### config.mk
export PLATFORM = sky130hd
export DESIGN_NAME = led_trail
export DESIGN_NICKNAME = d
export VERILOG_FILES = /design/src/rtl/led_trail_pkg.sv /design/src/rtl/trail_channel.sv /design/src/rtl/led_trail.sv
export SDC_FILE = /design/constraint.sdc
export NUM_CORES = 1
export LEC_CHECK = 0
export ABC_AREA = 1
export CAP_MARGIN = 10
export CORE_UTILIZATION = 55
export CTS_BUF_LIST = sky130_fd_sc_hd__clkbuf_4
export DETAILED_ROUTE_END_ITERATION = 8
export PLACE_DENSITY = 0.85
export SYNTH_ARGS = -nofsm -noshare
export SYNTH_HDL_FRONTEND = slang
export SYNTH_SLANG_ARGS = --single-unit
### constraint.sdc
create_clock -name clk -period 2.3 [get_ports clk]
set_input_delay 0.46 -clock clk [delete_from_list [all_inputs] [get_ports clk]]
set_output_delay 0.46 -clock clk [all_outputs]
set_load 0.02 [all_outputs]
### src/rtl/led_trail_pkg.sv
// Shared constants and types for the led_trail LED comet-trail output stage.
package led_trail_pkg;

  localparam int LED_W       = 8;
  localparam int LED_LEVEL_W = 3;

  typedef logic [LED_LEVEL_W-1:0] led_level_t;

  localparam led_level_t LED_LEVEL_MAX = '1;

endpackage

### src/rtl/trail_channel.sv
// One LED channel of led_trail: holds a brightness level, loads/fades it and
// drives the LED by comparing the level against the shared PWM counter.
module trail_channel
  import led_trail_pkg::*;
#(
  parameter int LEVEL_W = LED_LEVEL_W
) (
  input  logic               clk,
  input  logic               clear,
  input  logic               step,
  input  logic               load,
`ifdef LED_TRAIL_DECAY_EN
  input  logic               hold,
  input  logic               decay,
`endif
  input  logic               enable,
  input  logic [LEVEL_W-1:0] pwm_cnt,
  output logic               led
);

  localparam logic [LEVEL_W-1:0] LEVEL_MAX = '1;

  logic [LEVEL_W-1:0] level;
  logic [LEVEL_W-1:0] level_d;

  // NOTE: level_d gets its hold value first so no path through this block infers a latch.
  always_comb begin
    level_d = level;
`ifdef LED_TRAIL_DECAY_EN
    if (decay && !hold && (level != '0)) level_d = level - 1'b1;
    if (step && load)                    level_d = LEVEL_MAX;
`else
    if (step) level_d = load ? LEVEL_MAX : '0;
`endif
  end

  // Full level means 100 % duty; any other level k lights for k of every period.
  always_ff @(posedge clk or posedge clear) begin
    if (clear) begin
      level <= '0;
      led   <= 1'b0;
    end else begin
      level <= level_d;
      led   <= enable & ((level == LEVEL_MAX) | (level > pwm_cnt));
    end
  end

endmodule

### src/rtl/led_trail.sv
// LED output stage: full-brightness current dot with a PWM-faded comet trail.
// Define LED_TRAIL_DECAY_EN to enable the fading trail; otherwise unlit LEDs go dark at once.
module led_trail
  import led_trail_pkg::*;
#(
  parameter int WIDTH     = LED_W,
  parameter int LEVEL_W   = LED_LEVEL_W,
  parameter int DECAY_DIV = 4
) (
  input  logic             clk,
  input  logic             clear,
  input  logic             step,
  input  logic [WIDTH-1:0] pattern,
  input  logic             enable,
  output logic [WIDTH-1:0] led,
  output logic             frame
);

  localparam logic [LEVEL_W-1:0] PWM_LAST = '1;

  if (DECAY_DIV < 1) begin : g_bad_decay_div
    $error("led_trail: DECAY_DIV must be at least 1");
  end

  logic [LEVEL_W-1:0] pwm_cnt;
  logic               period_tick;

  assign period_tick = enable && (pwm_cnt == PWM_LAST);

  // NOTE: clocked state uses <= so every flop samples pre-edge values of its neighbours.
  always_ff @(posedge clk or posedge clear) begin
    if (clear) begin
      pwm_cnt <= '0;
      frame   <= 1'b0;
    end else begin
      if (enable) pwm_cnt <= pwm_cnt + 1'b1;
      frame <= period_tick;
    end
  end

`ifdef LED_TRAIL_DECAY_EN
  localparam int DECAY_W = (DECAY_DIV > 1) ? $clog2(DECAY_DIV) : 1;
  localparam logic [DECAY_W-1:0] DECAY_LAST = DECAY_W'(DECAY_DIV - 1);

  logic [DECAY_W-1:0] decay_cnt;
  logic               decay_tick;
  logic [WIDTH-1:0]   cur_pat;
  logic [WIDTH-1:0]   hold_pat;

  assign decay_tick = period_tick && (decay_cnt == DECAY_LAST);
  // A step coinciding with a decay tick judges decay against the incoming pattern.
  assign hold_pat   = step ? pattern : cur_pat;

  always_ff @(posedge clk or posedge clear) begin
    if (clear) begin
      decay_cnt <= '0;
      cur_pat   <= '0;
    end else begin
      if (period_tick) decay_cnt <= decay_tick ? '0 : decay_cnt + 1'b1;
      if (step)        cur_pat   <= pattern;
    end
  end
`endif

  for (genvar i = 0; i < WIDTH; i++) begin : g_ch
    trail_channel #(
      .LEVEL_W (LEVEL_W)
    ) u_ch (
      .clk     (clk),
      .clear   (clear),
      .step    (step),
      .load    (pattern[i]),
`ifdef LED_TRAIL_DECAY_EN
      .hold    (hold_pat[i]),
      .decay   (decay_tick),
`endif
      .enable  (enable),
      .pwm_cnt (pwm_cnt),
      .led     (led[i])
    );
  end

endmodule

-- Word level (Yosys, flattened, before mapping)
Index checks and enable logic that the tools add are counted.
- flip-flop bits (word level): 36
- input bits: 12
- output and inout bits: 9
- logic and storage cells: 61
- $add $sub $neg: 1
- $lt $le $gt $ge: 8
- eq/ne operators: 9
- multiplexer cells: 8
- bitwise logic cells: 16
- reductions and logical operators: 1
- operators with widths (cell ; count):
    $eq 3x3->1 const B ; 9
    $gt 3x3->1 ; 8
    $mux 3 ; 8
    $and 1x1->1 ; 8
    $or 1x1->1 ; 8
    $add 3x1->3 const B ; 1
    $logic_and 1x1->1 ; 1

-- Logic depth before layout (Yosys ltp)
- word-level depth: 3
- depth in mapped cells: 7

-- Cells and area by module
From an unflattened synthesis, not the netlist that was laid out.
- cells, all modules: 172
- area total of the unflattened synthesis: 1378.8 um^2
- by module, submodules not included (module ; instances ; cells each ; area an instance (um^2) ; sequential area each (um^2)):
    trail_channel ; 8 ; 19 ; 150.1 ; 50.0
    led_trail ; 1 ; 20 ; 177.7 ; 100.1

-- Least setup slack after synthesis
No wires, ideal clock.
- path type: register to register
- start: register pwm_cnt[2]
- end: register g_ch[0].u_ch.led
- arrival time: 1.117 ns
- required time: 2.179 ns
- path slack: 1.062 ns
- cell stages (with the launch flop): 7
- buffers on the path: 0
- clock period less this slack: 1.238 ns
- path through: dfrtp_1 -> inv_1 -> ha_1 -> a21oi_1 -> nand2_1 -> nand2_1 -> a21oi_1
- longest elaborated chain between the ends: 3
- RTL lines (item ; line ; text):
    start, declared ; led_trail.sv:25 ; logic [LEVEL_W-1:0] pwm_cnt;
    start signal, assigned ; led_trail.sv:36 ; if (enable) pwm_cnt <= pwm_cnt + 1'b1;
    $gt 3x3->1 ; trail_channel.sv:44 ; led <= enable & ((level == LEVEL_MAX) | (level > pwm_cnt));
    $or 1x1->1 ; trail_channel.sv:44 ;
    $and 1x1->1 ; trail_channel.sv:44 ;
    end signal, assigned ; trail_channel.sv:44 ;
    end, declared ; trail_channel.sv:18 ; output logic led
Every way passes these cells.
A chain may end at the register's enable or synchronous reset.

-- Final worst setup path
- start: register g_ch[1].u_ch.led
- end: output port led[1]
- RTL lines (item ; line ; text):
    start, declared ; trail_channel.sv:18 ;
    start signal, assigned ; trail_channel.sv:44 ;
    end, declared ; led_trail.sv:15 ; output logic [WIDTH-1:0] led,
No word-level cell between the ends.

==> flow_metrics.env <==
export IMPL_outcome="finished clean"
export IMPL_fmax_mhz=561
export IMPL_p_sw_share_pct=40.9
export IMPL_finalNonFillerCells=190
export IMPL_synth_edf_count=0
export IMPL_timing_rr_start="pwm_cnt[2]$_DFFE_PP0P_"
export IMPL_synth_most_common_cell="nand2_1"
export IMPL_io_pins=21
export IMPL_slew_viol_final=0
export IMPL_r2r_end="g_ch[7].u_ch.led$_DFF_PP0_"
export IMPL_track_usage_pct=24.9
export IMPL_syn_num_nets=184
export IMPL_met1_usage_pct=28.3
export IMPL_design_area_sq_mm=0.00152
export IMPL_globalRouteMet2Util_pct=42.9
export IMPL_drtIter0Drc=17
export IMPL_drv_cap=0
export IMPL_required_ns=1.84
export IMPL_tns_ns=0
export IMPL_rows=17
export IMPL_endpoint_kind="output pin"
export IMPL_drt_vias_per_instance=5.39
export IMPL_clkPwrFrac_pct=18.2
export IMPL_dp_cells=186
export IMPL_ctsRootBufferMaster="clkbuf_4"
export IMPL_crit_buf_inv=1
export IMPL_netlist_area_leader_share_pct=38.6
export IMPL_post_cts_buffers=0
export IMPL_sequentialPowerShare_pct=30.2
export IMPL_hold_violations=0
export IMPL_grt_pass1_vias=1056
export IMPL_cp_start_kind="flip-flop"
export IMPL_intPower_uw=978
export IMPL_post_synth_cell_area_avg_sq_um=8.88
export IMPL_powerDensity_mw_per_mm2=1090
export IMPL_ys_types=11
export IMPL_slowest_stage="clkdlybuf4s50_1"
export IMPL_syn_cell_area_sq_mm=0.00130
export IMPL_layout_setup_ws_ns=0.518
export IMPL_drive_gt1_share_pct=3.70
export IMPL_max_slew_margin_rel_pct=65.9
export IMPL_vdd_drop_max_v=0.000588
export IMPL_antenna_cells=0
export IMPL_grt_ovfl_total=0
export IMPL_antenna_found_initial=0
export IMPL_async_flop_share_pct=100
export IMPL_hold_path_class="in -> async"
export IMPL_tightest_slew_ns=0.509
export IMPL_clk_latency_ns=0.33
export IMPL_worstPathArrival_ns=1.32
export IMPL_place_hpwl_mm=1.83
export IMPL_io_buffers=20
export IMPL_yosysWarnings=0
export IMPL_placed_cell_area_sq_mm=0.00147
export IMPL_synth_common_cells="nand2_1, ha_1, dfrtp_1, inv_1"
export IMPL_setup_viol=0
export IMPL_period_share_pct=77.5
export IMPL_place_congestion=0.702
export IMPL_gr_max_usage_layer="met2"
export IMPL_core_area_sq_mm=0.00221
export IMPL_grt_met3_usage_pct=4.24
export IMPL_grt_pass1_wl_mm=4.54
export IMPL_clock_path_buffers=2
export IMPL_die_area_sq_mm=0.00255
export IMPL_ys_ff_latch=20
export IMPL_synth_cells=146
export IMPL_cts_resized=0
export IMPL_dominantRegCellSynth="dfrtp_1"
export IMPL_grt_max_degree=21
export IMPL_pre_cts_slack_ns=0.743
export IMPL_path_depth=1
export IMPL_drc=0
export IMPL_wl_per_cell_microns=13.9
export IMPL_crit_chain="clkdlybuf4s50_1"
export IMPL_post_route_min_period_ns=1.78
export IMPL_areaGrowthSynthToFinish_pct=17.3
export IMPL_yosys_area_top_type="dfrtp_1"
export IMPL_r2r_slack_ns=0.76
export IMPL_p_switching_uw=677
export IMPL_fin_worst_skew_ns=0.0144
export IMPL_holdWs_ns=0.453
export IMPL_rsz0062_at_grt="false"
export IMPL_cts_buffers=3
export IMPL_p_leak_uw=0.000791
export IMPL_final_nets=201
export IMPL_clock_sinks=20
export IMPL_comb_power_share_pct=51.7
export IMPL_cts_hold_buf=0
export IMPL_die_width_microns=50.5
export IMPL_htree_levels=1
export IMPL_worstSetupPathType="reg -> out"
export IMPL_clk_pin_slew_worst_paths_ns=0.13
export IMPL_cts_tree="yes"
export IMPL_final_antenna_net_count=0
export IMPL_cpLargestDelayFamily="buffers and inverters"
export IMPL_vias=1025
export IMPL_synth_area_leaders="dfrtp_1, ha_1, nand2_1, a21oi_1, nand3_1"
export IMPL_cp_max_fo=1
export IMPL_start_util_pct=58.6
export IMPL_rr_worst_depth=6
export IMPL_wl_mm=2.63
export IMPL_firstDrtPassIters=4
export IMPL_slowest_delay_ns=0.64
export IMPL_yosysSeqAreaShare_pct=38.6
export IMPL_fp_dieH_microns=50.5
export IMPL_nFillCells=177
-- worst max path at each step --
stage                               startpoint                                end  slack [ns]
global placement                          step  g_ch[4].u_ch.level[1]$_DFFE_PP0P_        0.81
finish              g_ch[1].u_ch.led$_DFF_PP0_                             led[1]        0.52
global route        g_ch[1].u_ch.led$_DFF_PP0_                             led[1]        0.50
floorplan               pwm_cnt[2]$_DFFE_PP0P_         g_ch[0].u_ch.led$_DFF_PP0_        1.06
detailed placement                        step  g_ch[2].u_ch.level[1]$_DFFE_PP0P_        0.74
CTS                 g_ch[1].u_ch.led$_DFF_PP0_                             led[1]        0.52
-- logic make-up after synthesis --
group / Yosys count / synth area share [%]
fa+ha+maj: 26 / 25.1
simple gates: 43 / 14.0
compound gates: 26 / 10.0
buf+inv: 30 / 11.6
flops: 20 / 38.6
xor+xnor: 1 / 0.676
-- power groups by stage --
| stage | sequential, uW | clock (uW) | combinational, uW |
|---|---|---|---|
| 2_1_floorplan | 488 | 0 | 641 |
| 3_3_place_gp | 501 | 0 | 746 |
| 3_5_place_dp | 506 | 0 | 839 |
| 4_1_cts | 501 | 302 | 852 |
| 5_1_grt | 510 | 315 | 977 |
| 6_report | 499 | 301 | 855 |
-- routing by layer --
metal,vias to the layer above,part of all wire (%)
met5,-,0
met4,0,4.3
met3,11,3.5
met2,30,49
met1,472,43
li1,512,-
-- flip-flops by register name (all words and copies together), names as in the netlist --
| register | cells |
|---|---|
| g_ch.u_ch.led | 8 |
| g_ch.u_ch.level | 8 |
| pwm_cnt | 3 |
| frame | 1 |
-- layout by cell type, fill, tap and decap left out, types with 3 or more instances in the layout --
cell and instances:
a21oi_1 16, ha_1 26, clkdlybuf4s50_1 20, o21ai_0 10
clkbuf_4 3, dfrtp_1 20, nand2_1 27, nand3_1 16
inv_1 20
-- metrics by stage --
step                total power, uW  util, %
floorplan                      1130        -
global route                   1800     68.7
finish                         1650     68.7
global placement               1250     66.3
CTS                            1650     68.7
detailed placement             1340     66.3
-- area by class of cell --
class	count	area, sq um	area share (%)
Clock buffer	3	22.5	1.48
Clock inverter	1	30.0	1.98
Inverter	21	78.8	5.19
Multi-Input combinational cell	96	646	42.5
Sequential cell	20	500	32.9
Tap cell	28	35.0	2.30
Timing Repair Buffer	21	208	13.7
No activity file was read; power rests on OpenSTA's default activity.
